`src/rtl/pic_priority_core.sv`:
```
// pic_priority_core: clocked 8259-style priority resolver.
// Holds the request (IRR) and in-service (ISR) registers. Resolves priority
// from a rotatable base channel and runs the two-pulse INTA handshake.
module pic_priority_core #(
  parameter  int NUM_IRQ = 8,
  localparam int IDW     = $clog2(NUM_IRQ)
) (
  input  logic               clk,
  input  logic               rst_n,
  input  logic [NUM_IRQ-1:0] irq_in,
  input  logic               level_mode,
  input  logic [NUM_IRQ-1:0] imr,
  input  logic               auto_rotate,
  input  logic               inta,
  input  logic               eoi,
  input  logic               seoi,
  input  logic [IDW-1:0]     seoi_id,
  input  logic               rot_set,
  input  logic [IDW-1:0]     rot_id,
  output logic               int_out,
  output logic               vec_valid,
  output logic [IDW-1:0]     vec_id,
  output logic [NUM_IRQ-1:0] irr_out,
  output logic [NUM_IRQ-1:0] isr_out,
  output logic [IDW-1:0]     prio_base
);

  typedef enum logic {IDLE, WAIT2} state_t;

  state_t             state, state_next;
  logic [NUM_IRQ-1:0] irr, irr_next;
  logic [NUM_IRQ-1:0] isr, isr_next;
  logic [NUM_IRQ-1:0] irq_prev;
  logic [IDW-1:0]     base_next;
  logic [IDW-1:0]     ack_id, ack_next;
  logic [IDW-1:0]     vec_id_next;
  logic               vec_valid_next;
  logic               int_next;

  logic               irr_found, isr_found, any_found;
  logic [IDW-1:0]     irr_top, isr_top, any_top;
  logic [IDW-1:0]     irr_rank, isr_rank;
  logic               cand_valid;
  logic [NUM_IRQ-1:0] irr_clr, isr_set;

  // Scans from the base channel upward (wrapping) and returns {found, id}
  // of the first set bit, i.e. the highest-priority active channel.
  function automatic logic [IDW:0] find_top(input logic [NUM_IRQ-1:0] vec,
                                            input logic [IDW-1:0]     base);
    logic           found;
    logic [IDW-1:0] id;
    logic [IDW-1:0] idx;
    found = 1'b0;
    id    = '0;
    for (int i = 0; i < NUM_IRQ; i++) begin
      idx = base + IDW'(i);
      if (!found && vec[idx]) begin
        found = 1'b1;
        id    = idx;
      end
    end
    return {found, id};
  endfunction

  // Priority resolution: a pending unmasked request is a candidate only
  // when it outranks every unmasked in-service channel.
  always_comb begin
    {irr_found, irr_top} = find_top(irr & ~imr, prio_base);
    {isr_found, isr_top} = find_top(isr & ~imr, prio_base);
    {any_found, any_top} = find_top(isr, prio_base);
    irr_rank   = irr_top - prio_base;
    isr_rank   = isr_top - prio_base;
    cand_valid = irr_found && (!isr_found || (irr_rank < isr_rank));
  end

  // Handshake FSM, EOI/rotation and register next-state. The EOI clear is
  // applied before the INTA set so that the same bit ends up set.
  always_comb begin
    state_next     = state;
    ack_next       = ack_id;
    vec_id_next    = vec_id;
    vec_valid_next = 1'b0;
    base_next      = prio_base;
    irr_clr        = '0;
    isr_set        = '0;
    isr_next       = isr;

    if (seoi) begin
      isr_next[seoi_id] = 1'b0;
    end else if (eoi && any_found) begin
      isr_next[any_top] = 1'b0;
      if (auto_rotate) begin
        base_next = any_top + IDW'(1);
      end
    end

    if (rot_set) begin
      base_next = rot_id + IDW'(1);
    end

    case (state)
      IDLE: begin
        if (inta) begin
          state_next = WAIT2;
          if (cand_valid) begin
            ack_next         = irr_top;
            isr_set[irr_top] = 1'b1;
            irr_clr[irr_top] = 1'b1;
          end else begin
            ack_next = IDW'(NUM_IRQ - 1);
          end
        end
      end
      WAIT2: begin
        if (inta) begin
          state_next     = IDLE;
          vec_valid_next = 1'b1;
          vec_id_next    = ack_id;
        end
      end
      default: state_next = IDLE;
    endcase

    isr_next = isr_next | isr_set;

    if (level_mode) begin
      irr_next = irq_in & ~irr_clr;
    end else begin
      irr_next = (irr & ~irr_clr) | (irq_in & ~irq_prev);
    end

    int_next = (state_next == IDLE) && cand_valid;
  end

  // State and output registers.
  always_ff @(posedge clk or negedge rst_n) begin
    if (!rst_n) begin
      state     <= IDLE;
      irr       <= '0;
      isr       <= '0;
      irq_prev  <= '0;
      prio_base <= '0;
      ack_id    <= '0;
      vec_id    <= '0;
      vec_valid <= 1'b0;
      int_out   <= 1'b0;
    end else begin
      state     <= state_next;
      irr       <= irr_next;
      isr       <= isr_next;
      irq_prev  <= irq_in;
      prio_base <= base_next;
      ack_id    <= ack_next;
      vec_id    <= vec_id_next;
      vec_valid <= vec_valid_next;
      int_out   <= int_next;
    end
  end

  assign irr_out = irr;
  assign isr_out = isr;

endmodule

```
`config.mk`:
```
export PLATFORM = sky130hd
export DESIGN_NAME = pic_priority_core
export DESIGN_NICKNAME = d
export VERILOG_FILES = /design/src/rtl/pic_priority_core.sv
export SDC_FILE = /design/constraint.sdc
export NUM_CORES = 1
export LEC_CHECK = 0
export BUFFER_PORTS_ARGS = -buffer_cell sky130_fd_sc_hd__buf_4
export CORE_AREA = 2 2 94 96
export CTS_CLUSTER_DIAMETER = 40
export DETAILED_ROUTE_END_ITERATION = 7
export DIE_AREA = 0 0 96 98
export PLACE_DENSITY = 0.85
export SLEW_MARGIN = 20
export SYNTH_ARGS = -nofsm -noshare
export SYNTH_HDL_FRONTEND = slang
export SYNTH_SLANG_ARGS = --single-unit
```
`constraint.sdc`:
```
create_clock -name clk -period 17.25 [get_ports clk]
set_clock_uncertainty 0.1 [all_clocks]
set_input_delay 1.725 -clock clk [delete_from_list [all_inputs] [get_ports clk]]
set_output_delay 1.725 -clock clk [all_outputs]
set_load 0.005 [all_outputs]
```
==> results.py <==
metrics = {
    "placed_design": {
        "hpwl_um": 10900,
        "dp_cells": 638,
        "globalplace.congestion": 1.07,
        "placed_cell_area_mm2": 0.00489,
        "port_buffers": 53,
    },
    "worst_setup_path": {
        "worst_setup_path_end_kind": "register",
        "critPathMaxFanout": 48,
        "cpMaxStageDelayCell": "sky130_fd_sc_hd__ha_1",
        "cp_data_arrival_time_ns": 7.44,
        "crit_path_start_kind": "register",
        "critical_path_required_ns": 17.31,
        "worst_path_largest_cell_delay_ns": 0.99,
        "crit_type": "register to register",
        "worstPathCellList": "buf_4 -> inv_2 -> ha_1 -> inv_1 -> mux4_2 -> nand2_1 -> nor3_1 -> a21boi_0 -> o22a_1 -> ha_1 -> fa_1 -> xor2_1 -> xnor2_1 -> ha_1 -> nor2b_1 -> o32a_1 -> a31oi_4 -> nand4_1 -> o311ai_0 -> nand3_1",
        "cpMostUsedCell": "sky130_fd_sc_hd__ha_1",
    },
    "synthesis": {
        "count_of_cell_types_in_the_netlist": 64,
        "yosys.cell_count.top_type": "sky130_fd_sc_hd__nand2_1",
        "synth_enable_flop_cells": 0,
        "yosysWarningCount": 0,
        "syn_area_mm2": 0.00446,
        "post_synthesis_register_bit_count": 36,
        "syn_nets": 544,
        "syn_area_per_cell_um2": 8.87,
        "top_cells_by_instance_count_after_synthesis": "sky130_fd_sc_hd__nand2_1 (56), sky130_fd_sc_hd__nor2_1 (44), sky130_fd_sc_hd__dfrtp_1 (36), sky130_fd_sc_hd__mux4_2 (33)",
        "post-synth-top-area-cell": "sky130_fd_sc_hd__dfrtp_1",
        "syn_inst": 503,
        "synth.top_cells.by_area": "sky130_fd_sc_hd__dfrtp_1 (20%), sky130_fd_sc_hd__mux4_2 (17%), sky130_fd_sc_hd__mux2i_1 (4.9%), sky130_fd_sc_hd__nand2_1 (4.7%), sky130_fd_sc_hd__nor2_1 (3.7%)",
        "yosysSeqAreaShare_pct": 20.2,
        "synth_flop_cell": "sky130_fd_sc_hd__dfrtp_1",
        "async_flop_share_pct": 100,
        "yosysTopAreaCellShare_pct": 20.2,
    },
    "detailed_routing": {
        "drtIter0Drc": 731,
        "num_vias": 4556,
        "viasPerCell": 7.05,
        "antenna_violating_nets_post_route": 0,
        "drt-pass1-iter-count": 6,
        "drt-total-wl_um": 14300,
        "routed_len_inst_um": 22.2,
        "drc": 0,
    },
    "grt": {
        "grt_first_pass_wirelength_um": 23500,
        "initial_antenna_violation_count": 0,
        "grt_max_degree": 49,
        "first_global_vias": 4341,
        "grt_overflow_total": 0,
        "gr-usage-all-layers_pct": 31.8,
    },
    "clock_network": {
        "ctsHoldBuffers": 0,
        "numClockSinks": 36,
        "cts_setup_buffers": 0,
        "tritoncts.num_buffers": 5,
        "cts.reportedPaths.clkPinSlew_ns": 0.08,
        "cts_max_path_buffers": 2,
        "htree_levels": 2,
        "post_cts.resized_instances": 0,
        "clock_insertion_delay_worst_skew_ns": 0.29,
        "ctsRootBufferMaster": "sky130_fd_sc_hd__clkbuf_8",
        "tritoncts": "done",
    },
    "die": {
        "die_y_um": 98,
        "floorplan.io_pins": 54,
        "die_area_mm2": 0.00941,
        "initial_core_util_pct": 52.7,
        "cell_rows": 34,
        "die_width_um": 96,
        "total_core_area_mm2": 0.00847,
    },
    "final_layout": {
        "syn2layout_area_growth_pct": 12.3,
        "final_layout_size_suffix_gt1_share_pct": 23.0,
        "final_cell_area_mm2": 0.00501,
        "seqCellArea_um2": 902,
        "layout.filler_cells": 709,
        "final_util_pct": 59.2,
        "multi_input_area_mm2": 0.00339,
        "n_antenna_cell": 0,
        "final_cell_count_no_fill": 646,
        "fin_nets": 578,
    },
    "timing": {
        "tightest_slew_ns": 1.02,
        "post-route-min-period_ns": 7.38,
        "drv_slew": 0,
        "fmax_ghz": 0.136,
        "report.final.setup_viol": 0,
        "final.period_utilization_pct": 42.8,
        "rsz_0062_raised_after_global_routing": "no",
        "timing.setup.tns_ns": 0,
        "hold_viol": 0,
        "normalized_max_slew_margin_pct": 31.6,
    },
    "run": {
        "timing.max_cap.violations": 0,
    },
    "min_path": {
        "hold_class": "register to register",
    },
    "run_status": {
        "result_of_the_run": "complete, no violations",
    },
}
routing by layer:
metal	share of wire [%]	wire (um)	vias up	global-route usage [%]
li1	-	-	2020	-
met1	37	5280	2139	43.0
met2	48	6940	332	51.7
met3	10	1440	65	5.56
met4	4.7	668	0	10.4
met5	0	0	-	0
placed cells by master, fill, tap and decap left out, types with 4 or more instances in the layout:
master                      netlist  routed
sky130_fd_sc_hd__a2111oi_0        4       4
sky130_fd_sc_hd__a211oi_1         7       7
sky130_fd_sc_hd__a21o_1          11      11
sky130_fd_sc_hd__a21oi_1         22      22
sky130_fd_sc_hd__and2_1           5       5
sky130_fd_sc_hd__and3b_1          8       8
sky130_fd_sc_hd__buf_4            4      57
sky130_fd_sc_hd__clkbuf_8         0       5
sky130_fd_sc_hd__dfrtp_1         36      35
sky130_fd_sc_hd__ha_1             9       9
sky130_fd_sc_hd__inv_1            9       9
sky130_fd_sc_hd__mux2_2          13      13
sky130_fd_sc_hd__mux2i_1         22      22
sky130_fd_sc_hd__mux4_2          33      33
sky130_fd_sc_hd__nand2_1         56      56
sky130_fd_sc_hd__nand2b_1        18      18
sky130_fd_sc_hd__nand3_1          9       9
sky130_fd_sc_hd__nand4_1          4       4
sky130_fd_sc_hd__nor2_1          44      44
sky130_fd_sc_hd__nor2b_1         14      14
sky130_fd_sc_hd__nor3_1           5       5
sky130_fd_sc_hd__nor3b_1         12      12
sky130_fd_sc_hd__nor4_1           6       6
sky130_fd_sc_hd__o211ai_1         6       6
sky130_fd_sc_hd__o21ai_0         21      21
sky130_fd_sc_hd__o21bai_1         4       4
sky130_fd_sc_hd__o221ai_1         5       5
sky130_fd_sc_hd__o22a_1           4       4
sky130_fd_sc_hd__o22ai_1         11      11
sky130_fd_sc_hd__o311ai_0         6       6
sky130_fd_sc_hd__o32ai_1          4       4
sky130_fd_sc_hd__or2_2            5       5
sky130_fd_sc_hd__or3_1            4       4
sky130_fd_sc_hd__xnor2_1          5       5
sky130_fd_sc_hd__xor2_1           5       4
state kept, by name, summed over array words and instances, names as in the netlist:
| name | cells |
|---|---|
| ack_id | 3 |
| int_out | 1 |
| prio_base | 3 |
| state | 1 |
| irq_prev | 8 |
| isr_out | 8 |
| vec_id | 3 |
| vec_valid | 1 |
| irr_out | 8 |
layout make-up:
type	instances	area share [%]
Multi-Input combinational cell	426	67.7
Sequential cell	36	18.0
Timing Repair Buffer	57	8.54
Tap cell	108	2.70
Clock buffer	5	1.37
Clock inverter	3	0.849
Inverter	11	0.824
stage by stage:
step	setup slack, ns	hold WS, ns
finish	9.87	0.402
global route	9.41	0.439
CTS	9.99	0.405
detailed placement	10.04	0.395
global placement	10.24	0.376
floorplan	10.96	0.364
logic make-up (layout without fill, tap and decap cells):
logic type               count (synthesis)  after routing  synth area share (%)
AO/OA/AOI/OAI                          136            136                  21.8
multiplexers                            68             68                  24.9
buffers and inverters                   41             76                  3.98
adder cells (fa/ha/maj)                 11             11                  3.42
flip-flops                              36             36                  20.2
XOR/XNOR                                10             10                  1.96
AND/OR/NAND/NOR                        201            201                  23.7
path summary, 6_finish.rpt:
path / start / endpoint / slack, ns / cells after the start
setup / recovery: prio_base[0] / irr_out[1] / 9.87 / 20
hold / removal: irq_prev[5] / irr_out[5] / 0.40 / 3
setup reg to reg: prio_base[0] / irr_out[1] / 9.87 / 20
hold reg to reg: irq_prev[5] / irr_out[5] / 0.40 / 3
max in group asynchronous: rst_n / prio_base[0] / 15.43 / 1
min in group asynchronous: rst_n / ack_id[0] / 1.27 / 1
critical path, delay by kind of cell, from the launching register on:
family                     cells  cell delay, ns
DFF                            1            0.34
buffers and inverters          3            1.37
muxes                          1            0.42
and+or+nand+nor                5            1.21
AOI/OAI and AO/OA              5            1.51
xor gates and xnor gates       2            0.30
adders and majority gates      4            1.97
Power is not shown: default switching activity piles up to over one toggle a cycle in this logic, so the estimate is an artifact.
